==> src/rtl/tick_meter_pkg.sv <==
// -----------------------------------------------------------------------------
// tick_meter_pkg
// Shared definitions for the tick period meter: default parameter values and
// the measurement FSM state encoding.
// No ports.
// -----------------------------------------------------------------------------
package tick_meter_pkg;

    localparam int DEF_CNT_W      = 27;
    localparam int DEF_EXP_PERIOD = 50_000_000;
    localparam int DEF_TOL        = 1024;

    // Fixed encodings, kept as plain constants so legacy code and register
    // dumps can decode the state without the enum type.
    localparam logic [1:0] ST_IDLE    = 2'd0;
    localparam logic [1:0] ST_MEASURE = 2'd1;
    localparam logic [1:0] ST_LOCKED  = 2'd2;
    localparam logic [1:0] ST_LOST    = 2'd3;

    typedef enum logic [1:0] {
        S_IDLE    = ST_IDLE,
        S_MEASURE = ST_MEASURE,
        S_LOCKED  = ST_LOCKED,
        S_LOST    = ST_LOST
    } meter_state_e;

endpackage

==> src/rtl/tick_period_meter_sync_rise_det.sv <==
// -----------------------------------------------------------------------------
// sync_rise_det
// Brings the asynchronous tick input into the clk domain through a 2-flop
// synchronizer, optionally debounces it, and emits a registered one-cycle
// rising-edge pulse.
//
// Build option: TICK_PERIOD_METER_GLITCH_FILTER_EN
//   defined   - the level only changes after 3 consecutive equal synchronized
//               samples; rise_o appears 5 clk after a tick_i 0->1.
//   undefined - the synchronizer output is used directly; rise_o appears
//               3 clk after a tick_i 0->1.
//
// Ports
//   clk     in   system clock, rising edge
//   rst_n   in   asynchronous active-low reset
//   tick_i  in   slow square wave, asynchronous to clk
//   rise_o  out  one-cycle pulse per detected rising edge
// -----------------------------------------------------------------------------
module sync_rise_det (
    input  logic clk,
    input  logic rst_n,
    input  logic tick_i,
    output logic rise_o
);

    logic sync1_q;
    logic sync2_q;
    logic level_q;
    logic level_d;
    logic rise_q;

`ifdef TICK_PERIOD_METER_GLITCH_FILTER_EN
    logic hist1_q;
    logic hist2_q;

    always_ff @(posedge clk or negedge rst_n) begin
        if (!rst_n) begin
            hist1_q <= 1'b0;
            hist2_q <= 1'b0;
        end else begin
            hist1_q <= sync2_q;
            hist2_q <= hist1_q;
        end
    end

    // Accept a new level only when the current sample and the two previous
    // ones agree; anything shorter than three clk is treated as a glitch.
    always_comb begin
        level_d = level_q;
        if ((sync2_q == hist1_q) && (hist1_q == hist2_q)) begin
            level_d = sync2_q;
        end
    end
`else
    always_comb begin
        level_d = sync2_q;
    end
`endif

    // The edge is judged on level_d so that the filtered build adds exactly
    // the two cycles needed to collect its extra samples.
    always_ff @(posedge clk or negedge rst_n) begin
        if (!rst_n) begin
            sync1_q <= 1'b0;
            sync2_q <= 1'b0;
            level_q <= 1'b0;
            rise_q  <= 1'b0;
        end else begin
            sync1_q <= tick_i;
            sync2_q <= sync1_q;
            level_q <= level_d;
            rise_q  <= level_d & ~level_q;
        end
    end

    assign rise_o = rise_q;

endmodule

==> src/rtl/tick_period_meter.sv <==
// -----------------------------------------------------------------------------
// tick_period_meter
// Measures the rising-edge-to-rising-edge period of a slow asynchronous tick
// in clk cycles, reports each new measurement, and tracks whether the tick is
// within EXP_PERIOD +/- TOL (locked) or has gone missing (timeout).
//
// Build option: TICK_PERIOD_METER_GLITCH_FILTER_EN (see sync_rise_det) adds a
// 3-sample glitch filter in front of edge detection.
//
// Parameters
//   CNT_W       period counter width
//   EXP_PERIOD  expected tick period in clk cycles
//   TOL         allowed +/- deviation from EXP_PERIOD in clk cycles
//
// Ports
//   clk         in   system clock, rising edge
//   rst_n       in   asynchronous active-low reset (release synchronized
//                    by the integrating top level)
//   tick_in     in   slow square wave, asynchronous to clk
//   period      out  last measured period in clk cycles
//   period_vld  out  one-cycle pulse when period updates
//   locked      out  high while in LOCKED
//   timeout     out  high while in LOST
//   edge_cnt    out  count of detected rising edges, wraps at 255
//
// State     | meaning
// ----------+-----------------------------------------------------------------
// IDLE      | out of reset, waiting for the first edge (no reference yet)
// MEASURE   | have a reference edge, last period out of tolerance or unknown
// LOCKED    | last measured period within EXP_PERIOD +/- TOL
// LOST      | no edge for 2*EXP_PERIOD cycles; next edge restarts measuring
// -----------------------------------------------------------------------------
module tick_period_meter
    import tick_meter_pkg::*;
#(
    parameter int CNT_W      = DEF_CNT_W,
    parameter int EXP_PERIOD = DEF_EXP_PERIOD,
    parameter int TOL        = DEF_TOL
) (
    input  logic             clk,
    input  logic             rst_n,
    input  logic             tick_in,
    output logic [CNT_W-1:0] period,
    output logic             period_vld,
    output logic             locked,
    output logic             timeout,
    output logic [7:0]       edge_cnt
);

    // One extra bit so the absolute difference never wraps, whatever the
    // measured period is.
    localparam logic [CNT_W:0] EXP_W    = (CNT_W + 1)'(EXP_PERIOD);
    localparam logic [CNT_W:0] TOL_W    = (CNT_W + 1)'(TOL);
    // Wide enough that 2*EXP_PERIOD never truncates; if it exceeds the
    // counter range the saturated counter simply never reaches it.
    localparam logic [63:0]    LOST_LIM = 64'(EXP_PERIOD) * 64'd2;

    logic             rise;
    meter_state_e     state_q;
    meter_state_e     state_d;
    logic [CNT_W-1:0] cnt_q;
    logic [CNT_W-1:0] cnt_d;
    logic [CNT_W-1:0] period_q;
    logic [CNT_W-1:0] period_d;
    logic             vld_q;
    logic             vld_d;
    logic [7:0]       edge_cnt_q;
    logic [7:0]       edge_cnt_d;
    logic [CNT_W:0]   diff;
    logic             in_tol;
    logic             lost_hit;
    logic             measuring;

    sync_rise_det u_sync_rise_det (
        .clk    (clk),
        .rst_n  (rst_n),
        .tick_i (tick_in),
        .rise_o (rise)
    );

    always_comb begin
        measuring = (state_q == S_MEASURE) || (state_q == S_LOCKED);
        lost_hit  = 64'(cnt_q) >= LOST_LIM;

        if ({1'b0, period_q} >= EXP_W) begin
            diff = {1'b0, period_q} - EXP_W;
        end else begin
            diff = EXP_W - {1'b0, period_q};
        end
        in_tol = (diff <= TOL_W);
    end

    // Counter value k means k cycles have elapsed since the last rise, so the
    // value seen on the next rise is the period directly.
    always_comb begin
        cnt_d = cnt_q;
        if (rise) begin
            cnt_d = CNT_W'(1);
        end else if (cnt_q != '1) begin
            cnt_d = cnt_q + CNT_W'(1);
        end
    end

    // Only an edge with a valid reference edge before it produces a period;
    // the first edge after reset or after LOST just starts the interval.
    always_comb begin
        period_d   = period_q;
        vld_d      = 1'b0;
        edge_cnt_d = edge_cnt_q;
        if (rise) begin
            edge_cnt_d = edge_cnt_q + 8'd1;
            if (measuring) begin
                period_d = cnt_q;
                vld_d    = 1'b1;
            end
        end
    end

    // The tolerance decision is taken on the published period, i.e. in the
    // cycle period_vld is high, so locked moves the cycle after the update.
    always_comb begin
        state_d = state_q;
        case (state_q)
            S_IDLE: begin
                if (rise) begin
                    state_d = S_MEASURE;
                end else if (lost_hit) begin
                    state_d = S_LOST;
                end
            end
            S_MEASURE, S_LOCKED: begin
                if (!rise) begin
                    if (lost_hit) begin
                        state_d = S_LOST;
                    end else if (vld_q) begin
                        state_d = in_tol ? S_LOCKED : S_MEASURE;
                    end
                end
            end
            S_LOST: begin
                if (rise) begin
                    state_d = S_MEASURE;
                end
            end
            default: begin
                state_d = S_IDLE;
            end
        endcase
    end

    always_ff @(posedge clk or negedge rst_n) begin
        if (!rst_n) begin
            state_q    <= S_IDLE;
            cnt_q      <= '0;
            period_q   <= '0;
            vld_q      <= 1'b0;
            edge_cnt_q <= 8'd0;
        end else begin
            state_q    <= state_d;
            cnt_q      <= cnt_d;
            period_q   <= period_d;
            vld_q      <= vld_d;
            edge_cnt_q <= edge_cnt_d;
        end
    end

    assign period     = period_q;
    assign period_vld = vld_q;
    assign locked     = (state_q == S_LOCKED);
    assign timeout    = (state_q == S_LOST);
    assign edge_cnt   = edge_cnt_q;

endmodule

==> config.mk <==
export PLATFORM = sky130hd
export DESIGN_NAME = tick_period_meter
export DESIGN_NICKNAME = d
export VERILOG_FILES = /design/src/rtl/tick_meter_pkg.sv /design/src/rtl/tick_period_meter_sync_rise_det.sv /design/src/rtl/tick_period_meter.sv
export SDC_FILE = /design/constraint.sdc
export NUM_CORES = 1
export LEC_CHECK = 0
export CORE_MARGIN = 2
export CORE_UTILIZATION = 30
export DETAILED_ROUTE_END_ITERATION = 8
export PLACE_DENSITY_LB_ADDON = 0.25
export SLEW_MARGIN = 0
export SYNTH_ARGS = -nofsm -noshare
export SYNTH_HDL_FRONTEND = slang
export SYNTH_SLANG_ARGS = --single-unit
==> constraint.sdc <==
create_clock -name clk -period 2.9 [get_ports clk]
set_clock_uncertainty 0.1 [all_clocks]
set_input_delay 0.29 -clock clk [delete_from_list [all_inputs] [get_ports clk]]
set_output_delay 0.29 -clock clk [all_outputs]
set_load 0.03 [all_outputs]
==> flow_metrics.py <==
metrics = {
    "placement": {
        "io_buffers": 40,
        "place_area_um2": 4985,
        "dp_hpwl_um": 7318,
        "placedCellCount": 666,
        "gp_congestion": 0.8469,
    },
    "timing": {
        "grt_setup_unrepaired": "yes",
        "period_share_pct": 98.32,
        "fmax_mhz": 350.7,
        "setup_viol": 0,
        "slew_headroom_pct": 48.10,
        "worst_slew_pin_slew_ns": 0.7786,
        "finalMaxSlewViolations": 0,
        "period_minus_slack_ns": 2.851,
        "hold_viol": 0,
    },
    "floorplan": {
        "core-area_um2": 13090,
        "num_rows": 42,
        "io_pins": 41,
        "start_util_pct": 30.42,
        "die_w_um": 119.2,
        "fp.dieH_um": 119.2,
        "die_area_um2": 14200,
    },
    "clock_network": {
        "clk_pin_slew_ns": 0.05,
        "clockRootBuffer": "clkbuf_16",
        "cts_max_path_buffers": 2,
        "clk_latency_ns": 0.33,
        "cts_tree": "done",
        "cts.sinks": 69,
        "numCtsBuffers": 9,
        "htreeDepth": 3,
    },
    "synth": {
        "syn-num-nets": 427,
        "synth_top_area_share_pct": 43.38,
        "synth.cell_area_um2": 3980,
        "synth-async-reset-ratio_pct": 100.0,
        "syn_inst": 414,
        "ys_seq_area_share_pct": 43.38,
        "synth_area_leaders": "dfrtp_1 43%, mux2_2 6.2%, xor2_1 4.8%",
        "ys_ff_latch": 69,
        "ys.warnings.count": 0,
        "synth_edf_count": 0,
        "synth.avg_cell_area_um2": 9.614,
        "yosys.area.top_type": "dfrtp_1",
        "synthFlopType": "dfrtp_1",
        "yosysUniqueCellTypes": 56,
    },
    "routing": {
        "post_drt_via_cell_ratio": 4.858,
        "drtPass1Iterations": 4,
        "drtIter0Drc": 261,
        "ant_nets": 0,
        "drt_wl_total_um": 9657,
        "vias": 3323,
        "remaining_drc_errors": 0,
        "wl_per_cell_um": 14.12,
    },
    "global_route": {
        "grt_first_pass_wirelength_um": 16620,
        "grt_max_degree": 36,
        "antenna_found_initial": 0,
        "grt_pass1_vias": 3403,
        "overflow": 0,
        "gr-usage-all-layers_pct": 14.63,
    },
    "layout": {
        "syn_to_final_growth_pct": 35.15,
        "diodes": 0,
        "final_nets": 516,
        "final_cells": 684,
        "design_area_um2": 5379,
        "drive_gt1_share_pct": 24.41,
    },
    "pwr": {
        "ir_drop_v": 0.0005981,
        "power_mw": 3.340,
        "power_density_nw_per_um2": 621.0,
        "p_leak_nw": 2.370,
    },
    "critical_path": {
        "crit_path_start_kind": "flop",
        "path_class": "flop to flop",
        "endpoint_kind": "flop",
        "crit_fanout": 4,
        "critical_path_arrival_ns": 3.02,
        "required_ns": 3.06,
    },
    "run": {
        "maxCapViolCount": 0,
    },
    "outcome": {
        "outcome": "complete, no violations",
    },
    "min_path": {
        "hold_class": "flop to flop",
    },
}
[flip-flops by register name, summed over array words and instances (netlist names)]
register                 cells
u_sync_rise_det.level_q      1
edge_cnt                     8
u_sync_rise_det.sync1_q      1
u_sync_rise_det.level_d      1
period                      27
state_q                      2
u_sync_rise_det.rise_o       1
cnt_q                       27
period_vld                   1
[Yosys cell counts, types with 3 or more instances]
master / count
nand2b_1: 4
a22o_1: 3
o21ai_0: 21
buf_2: 3
nor3b_1: 5
a31oi_1: 4
nor3_1: 11
nor4_1: 4
nand4_1: 9
nand2_1: 47
xnor2_1: 13
o211ai_1: 3
nand3_1: 18
dfrtp_1: 69
and2_1: 3
a21oi_1: 14
mux2_2: 22
mux2i_1: 7
clkbuf_1: 14
nor2b_1: 3
or3_1: 3
nor2_1: 42
ha_1: 10
xor2_1: 22
inv_1: 12
and3_1: 7
o21a_1: 3
[cells in the final DEF (no fill, tap or decap), types with 10 or more instances in the layout]
cell,netlist,layout
a21oi_1,14,13
buf_4,0,53
clkdlybuf4s50_1,0,39
dfrtp_1,69,59
dfrtp_2,0,10
ha_1,10,10
inv_1,12,12
mux2_2,22,22
nand2_1,47,47
nand3_1,18,18
nor2_1,42,42
nor3_1,11,10
o21ai_0,21,21
xnor2_1,13,13
xor2_1,22,22
[timing repair]
| action | 4_1_cts | 5_1_grt |
|---|---|---|
| buffers inserted | 0 | 1 |
| resized for setup | 4 | 4 |
| endpoints found under the setup margin | 2 | 5 |
| hold endpoints to repair | 34 | 0 |
| hold buffers | 1 | 0 |
| pin swaps | 7 | 0 |
[cell type report]
| class | count | area [um^2] |
|---|---|---|
| timing repair buffer | 96 | 834.6 |
| sequential | 69 | 1739 |
| clock inverter | 7 | 113.9 |
| fill | 1282 | 7706 |
| clock buffer | 9 | 225.2 |
| inverter | 14 | 53.80 |
| multi-input combinational | 313 | 2192 |
| tap | 176 | 220.2 |
[logic make-up after synthesis]
logic type      synth area share [%]
compound gates                 13.17
xor+xnor                       7.702
fa+ha+maj                      3.144
buf+inv                        3.112
flops                          43.38
mux                            8.268
simple gates                   21.22
[critical path: stages, from the launching register on]
cell and delay [ns]:
dfrtp_2 0.43, or4_4 0.56, a21oi_4 0.18, a21boi_2 0.09, a211oi_2 0.20, a31oi_1 0.06, or4_4 0.56, a2111oi_4 0.39
o221a_1 0.23
[layer usage]
| layer | GRT usage, % | up-vias | wire (um) |
|---|---|---|---|
| li1 | - | 1645 | - |
| met2 | 23.42 | 67 | 4451 |
| met1 | 19.59 | 1592 | 4630 |
| met5 | 0 | - | 0 |
| met3 | 2.059 | 19 | 308 |
| met4 | 6.771 | 0 | 266 |
[path summary, 6_finish.rpt]
check	from	cells after the start	slack (ns)	endpoint
max	period[11]$_DFFE_PN0P_	8	0.05	state_q[1]$_DFFE_PN0P_
min	u_sync_rise_det.sync1_q$_DFF_PN0_	0	0.25	u_sync_rise_det.level_d$_DFF_PN0_
max reg2reg	period[11]$_DFFE_PN0P_	8	0.05	state_q[1]$_DFFE_PN0P_
min reg2reg	u_sync_rise_det.sync1_q$_DFF_PN0_	0	0.25	u_sync_rise_det.level_d$_DFF_PN0_
max in group asynchronous	rst_n	3	1.56	period[9]$_DFFE_PN0P_
min in group asynchronous	rst_n	2	0.47	edge_cnt[7]$_DFFE_PN0P_
[power by group]
part           switching [mW]  total (mW)  internal [mW]
clock                   0.395        1.23          0.836
combinational           0.514       0.917          0.403
sequential              0.119        1.19           1.07
total                    1.03        3.34           2.31
[through the flow]
step	hold WS (ns)	setup TNS [ns]	worst slack [ns]	util [%]
after detailed placement	0.2396	-0.1836	-0.1195	38.10
after floorplan	-0.1056	0	0.001015	-
after global routing	0.2706	-0.2074	-0.1321	41.11
final	0.2484	0	0.04880	41.11
after CTS	0.2519	0	0.01283	40.86
after global placement	0.2402	-0.06726	-0.05338	38.10
No activity file was read; power rests on OpenSTA's default activity.
